===== config.mk =====
export PLATFORM = sky130hd
export DESIGN_NAME = uart_word_tx
export DESIGN_NICKNAME = d
export VERILOG_FILES = /design/src/rtl/uart_word_tx.sv
export SDC_FILE = /design/constraint.sdc
export NUM_CORES = 1
export LEC_CHECK = 0
export BUFFER_PORTS_ARGS = -buffer_cell sky130_fd_sc_hd__buf_2
export CAP_MARGIN = 20
export CORE_AREA = 2 2 93 73
export DETAILED_ROUTE_END_ITERATION = 10
export DIE_AREA = 0 0 95 75
export GPL_TIMING_DRIVEN = 0
export MAX_ROUTING_LAYER = met4
export PLACE_DENSITY = 0.65
export SYNTH_ARGS = -nofsm -noshare
export SYNTH_HDL_FRONTEND = slang
export SYNTH_SLANG_ARGS = --single-unit

===== constraint.sdc =====
create_clock -name clk -period 7.1 [get_ports clk]
set_clock_uncertainty 0.15 [all_clocks]
set_input_delay 0.355 -clock clk [delete_from_list [all_inputs] [get_ports clk]]
set_output_delay 0.355 -clock clk [all_outputs]
set_load 0.02 [all_outputs]

===== src/rtl/uart_word_tx.sv =====
// uart_word_tx: serializes a 32-bit word as four 8N1 UART frames, least-significant
// byte first, with a built-in baud-rate generator.
//
// Parameters:
//   CLK_FREQ   system clock frequency in Hz
//   BAUD       line rate in bit/s; CLKS_PER_BIT = CLK_FREQ / BAUD (must be >= 2)
//
// Ports:
//   clk         system clock, rising edge
//   rst_n       asynchronous active-low reset
//   word_valid  word_data holds a word to send
//   word_data   word to send; [7:0] is transmitted first
//   word_ready  a word presented now is accepted at the next rising edge
//   txd         UART serial out, idle/mark = 1
//   busy        a word is being transmitted
//   byte_idx    index of the byte currently on the line (4 = checksum frame)
//
// Optional feature: define UART_WORD_TX_CHECKSUM_EN to append a fifth frame carrying
// the XOR of the four data bytes (50 bit-times per word instead of 40).

module uart_word_tx #(
    parameter int unsigned CLK_FREQ = 100000000,
    parameter int unsigned BAUD     = 115200
) (
    input  logic        clk,
    input  logic        rst_n,
    input  logic        word_valid,
    input  logic [31:0] word_data,
    output logic        word_ready,
    output logic        txd,
    output logic        busy,
    output logic [2:0]  byte_idx
);

    localparam int unsigned CLKS_PER_BIT = CLK_FREQ / BAUD;
    localparam int unsigned CNT_W        = (CLKS_PER_BIT > 1) ? $clog2(CLKS_PER_BIT) : 1;
    localparam logic [CNT_W-1:0] CNT_LAST = CNT_W'(CLKS_PER_BIT - 1);

`ifdef UART_WORD_TX_CHECKSUM_EN
    localparam int unsigned SR_W      = 40;
    localparam logic [2:0]  LAST_BYTE = 3'd4;
`else
    localparam int unsigned SR_W      = 32;
    localparam logic [2:0]  LAST_BYTE = 3'd3;
`endif

    typedef enum logic [1:0] {StIdle, StStart, StData, StStop} state_e;

    state_e            state_q;
    logic [CNT_W-1:0]  baud_cnt_q;
    logic [2:0]        bit_cnt_q;
    logic [SR_W-1:0]   shift_q;
    logic              txd_q;
    logic              busy_q;
    logic [2:0]        byte_idx_q;

    logic              bit_done;
    logic              last_byte;
    logic              accept;
    logic [2:0]        next_bit;
    logic [SR_W-1:0]   load_word;

    assign bit_done  = (baud_cnt_q == CNT_LAST);
    assign last_byte = (byte_idx_q == LAST_BYTE);
    assign next_bit  = bit_cnt_q + 3'd1;

    // Ready is also raised in the final cycle of the last stop bit so a waiting word
    // starts its start bit right where the stop bit ends, with no idle gap.
    assign word_ready = (state_q == StIdle) ||
                        ((state_q == StStop) && bit_done && last_byte);
    assign accept     = word_valid && word_ready;

`ifdef UART_WORD_TX_CHECKSUM_EN
    assign load_word = {word_data[31:24] ^ word_data[23:16] ^ word_data[15:8] ^ word_data[7:0],
                        word_data};
`else
    assign load_word = word_data;
`endif

    always_ff @(posedge clk or negedge rst_n) begin
        if (!rst_n) begin
            state_q    <= StIdle;
            baud_cnt_q <= '0;
            bit_cnt_q  <= '0;
            shift_q    <= '0;
            txd_q      <= 1'b1;
            busy_q     <= 1'b0;
            byte_idx_q <= '0;
        end else if (accept) begin
            // Covers both a fresh word from idle and a back-to-back word at end of stop.
            state_q    <= StStart;
            baud_cnt_q <= '0;
            bit_cnt_q  <= '0;
            shift_q    <= load_word;
            txd_q      <= 1'b0;
            busy_q     <= 1'b1;
            byte_idx_q <= '0;
        end else begin
            case (state_q)
                StIdle: begin
                    txd_q  <= 1'b1;
                    busy_q <= 1'b0;
                end
                StStart: begin
                    if (bit_done) begin
                        baud_cnt_q <= '0;
                        bit_cnt_q  <= '0;
                        txd_q      <= shift_q[0];
                        state_q    <= StData;
                    end else begin
                        baud_cnt_q <= baud_cnt_q + 1'b1;
                    end
                end
                StData: begin
                    if (bit_done) begin
                        baud_cnt_q <= '0;
                        if (bit_cnt_q == 3'd7) begin
                            txd_q   <= 1'b1;
                            state_q <= StStop;
                        end else begin
                            bit_cnt_q <= next_bit;
                            txd_q     <= shift_q[next_bit];
                        end
                    end else begin
                        baud_cnt_q <= baud_cnt_q + 1'b1;
                    end
                end
                StStop: begin
                    if (bit_done) begin
                        baud_cnt_q <= '0;
                        if (!last_byte) begin
                            byte_idx_q <= byte_idx_q + 3'd1;
                            shift_q    <= shift_q >> 8;
                            txd_q      <= 1'b0;
                            state_q    <= StStart;
                        end else begin
                            txd_q   <= 1'b1;
                            busy_q  <= 1'b0;
                            state_q <= StIdle;
                        end
                    end else begin
                        baud_cnt_q <= baud_cnt_q + 1'b1;
                    end
                end
                default: begin
                    state_q <= StIdle;
                    txd_q   <= 1'b1;
                    busy_q  <= 1'b0;
                end
            endcase
        end
    end

    assign txd      = txd_q;
    assign busy     = busy_q;
    assign byte_idx = byte_idx_q;

endmodule


==> out/qor.csv <==
metric;value;unit
initial_core_util;47.0;%
avgRoutedWirePerCell;16.3;um
fin_crit_sh;40.7;%
nFillCells;535;
synth_cells;238;
die_area;7130;sq um
cts_made_buffers;5;
critPathLaunch;byte_idx[0]$_DFFE_PN0P_;
timing.final.ws_setup;4.21;ns
ys_seq_area_share;44.9;%
cts_root_buf;clkbuf_8;
finalSetupViolations;0;
die_h;75;um
hold_ws;0.107;ns
routed_wl;5990;um
hpwl;4520;um
r2r_start;byte_idx[0]$_DFFE_PN0P_;
syn_area;2900;sq um
vias;2051;
insertion_delay;0.31;ns
htree_levels;2;
power_density;146;nW/um^2
cts_sinks;52;
synthesis.nets;283;
critPathArrivalTime;2.94;ns
status;complete, no violations;
drc;0;
synth-seq-cells;52;
grt_pass1_vias;2020;
async_flop_share;100;%
final_antenna_net_count;0;
synth_ff_type;dfrtp_1;
crit_required;7.15;ns
crit_type;reg2reg;
ir_drop;95.4;uV
path_clk_slew;0.10;ns
layout_common_cells;51 x dfrtp_1, 43 x buf_2, 35 x mux2_2;
worst_setup_path_start_kind;register;
drv_cap;0;
antenna-diode-count;0;
synth_cell_types;48;
synth_edf_count;0;
p_leak;1.70;nW
min-delay-start;word_data[31];
tightest_slew;0.827;ns
drv_slew;0;
cp-end-kind;register;
drtIter0Drc;163;
cts_hold_buf;1;
slew_headroom;44.9;%
nets;332;
grt_pass1_wl;10000;um
finalHoldViolations;0;
slowest_delay;0.41;ns
first_pass_iters;4;
ios;41;
design_power_total;0.483;mW
finalCoreUtilization;53.8;%
ctsResizeCount;0;
slowest_stage;dfrtp_1;
crit_fanout;10;
final_common_cell;dfrtp_1;
syn_to_final_growth;14.4;%
hp-class;in2reg;
syn_area_per_cell;12.2;sq um
postCtsSetupBuffers;0;
min_period;2.89;ns
path_cells;ha_1 -> ha_1 -> nand2b_1 -> nor4_1 -> buf_2 -> buf_2 -> mux2_2 -> mux2_4;
dp_slack;4.19;ns
core_area;6160;sq um
core.rowCount;25;
grt_usage;19.2;%
fmax;346;MHz
gp_congestion;0.823;
rsz0062_at_grt;false;
fin_setup_tns;0;ns
antenna_found_initial;0;
cts_tree;done;
cts_max_path_buffers;2;
grt_max_degree;36;
drive_gt1_share;39.7;%
die_x;95;um
via_per_inst;5.57;
yosysWarnings;0;
portBuffers;40;
globalRoute.totalOverflow;0;
[power breakdown]
part	total, mW	internal, mW	switching [mW]
registers	0.296	0.296	0
logic	0.0174	0.00832	0.00908
clock network	0.170	0.0689	0.101
total	0.483	0.373	0.110
[final timing paths]
| check | to | slack [ns] | cells past startpoint |
|---|---|---|---|
| setup reg to reg | shift_q[18]$_DFFE_PN0P_ | 4.21 | 8 |
| hold / removal | shift_q[31]$_DFFE_PN0P_ | 0.11 | 2 |
| hold reg to reg | shift_q[30]$_DFFE_PN0P_ | 0.36 | 1 |
| max in group asynchronous | byte_idx[2]$_DFFE_PN0P_ | 5.90 | 3 |
| min in group asynchronous | shift_q[20]$_DFFE_PN0P_ | 0.38 | 2 |
| setup / recovery | shift_q[18]$_DFFE_PN0P_ | 4.21 | 8 |
[sequential cells by signal, summed over array words and instances (netlist names)]
signal,flops
state_q,2
byte_idx,3
busy,1
bit_cnt_q,3
baud_cnt_q,10
shift_q,32
txd,1
[layer usage]
metal / share of wire, % / global-route usage (%) / vias up
met2: 43 / 26.8 / 46
met3: 4.1 / 3.70 / 6
met1: 52 / 28.7 / 1017
met4: 0.70 / 4.67 / 0
li1: - / - / 982
met5: 0 / - / -
[Yosys cell counts (2+ instances only)]
master | n | area, sq um
a22o_1 | 10 | 87.6
a21oi_1 | 11 | 55.1
mux2_2 | 35 | 394
nand2_1 | 19 | 71.3
ha_1 | 10 | 125
mux2_4 | 18 | 270
a211oi_1 | 2 | 15.0
a21o_1 | 2 | 15.0
nand2b_1 | 4 | 25.0
nand3_1 | 5 | 25.0
or4_1 | 2 | 15.0
o41ai_1 | 2 | 17.5
mux2i_1 | 4 | 40.0
nor2_1 | 9 | 33.8
buf_6 | 3 | 33.8
inv_1 | 8 | 30.0
nand4_1 | 3 | 18.8
or3_1 | 2 | 12.5
o21ai_0 | 5 | 25.0
o22ai_1 | 3 | 18.8
buf_2 | 3 | 15.0
dfrtp_1 | 51 | 1280
and2_1 | 2 | 12.5
[cell families after synthesis]
| family | after synthesis | synth area share (%) |
|---|---|---|
| AOI/OAI and AO/OA | 44 | 11.3 |
| xor gates and xnor gates | 2 | 0.605 |
| adders and majority gates | 10 | 4.32 |
| buffers and inverters | 16 | 3.11 |
| DFF | 52 | 44.9 |
| muxes | 58 | 25.1 |
| and+or+nand+nor | 56 | 10.6 |
[cell type report]
cell class / instances / area (sq um) / area share, %
Buffer: 8 / 60.1 / 1.81
Tap cell: 81 / 101 / 3.06
Clock buffer: 5 / 68.8 / 2.08
Inverter: 8 / 30.0 / 0.906
Clock inverter: 2 / 16.3 / 0.491
Sequential cell: 52 / 1300 / 39.3
Timing Repair Buffer: 42 / 230 / 6.95
Multi-Input combinational cell: 170 / 1510 / 45.4
[worst max-delay path, delay by kind of cell (launching register included)]
| family | cells | cell delay [ns] |
|---|---|---|
| muxes | 2 | 0.64 |
| DFF | 1 | 0.41 |
| and+or+nand+nor | 2 | 0.49 |
| adders and majority gates | 2 | 0.43 |
| buffers and inverters | 2 | 0.66 |
[per-stage QoR]
stage          area (sq um)  std cells
2_1_floorplan          2900        238
3_3_place_gp           3200        359
3_5_place_dp           3220        360
4_1_cts                3310        368
5_1_grt                3310        368
6_report               3310        368
Power figures use the tool's default switching activity.
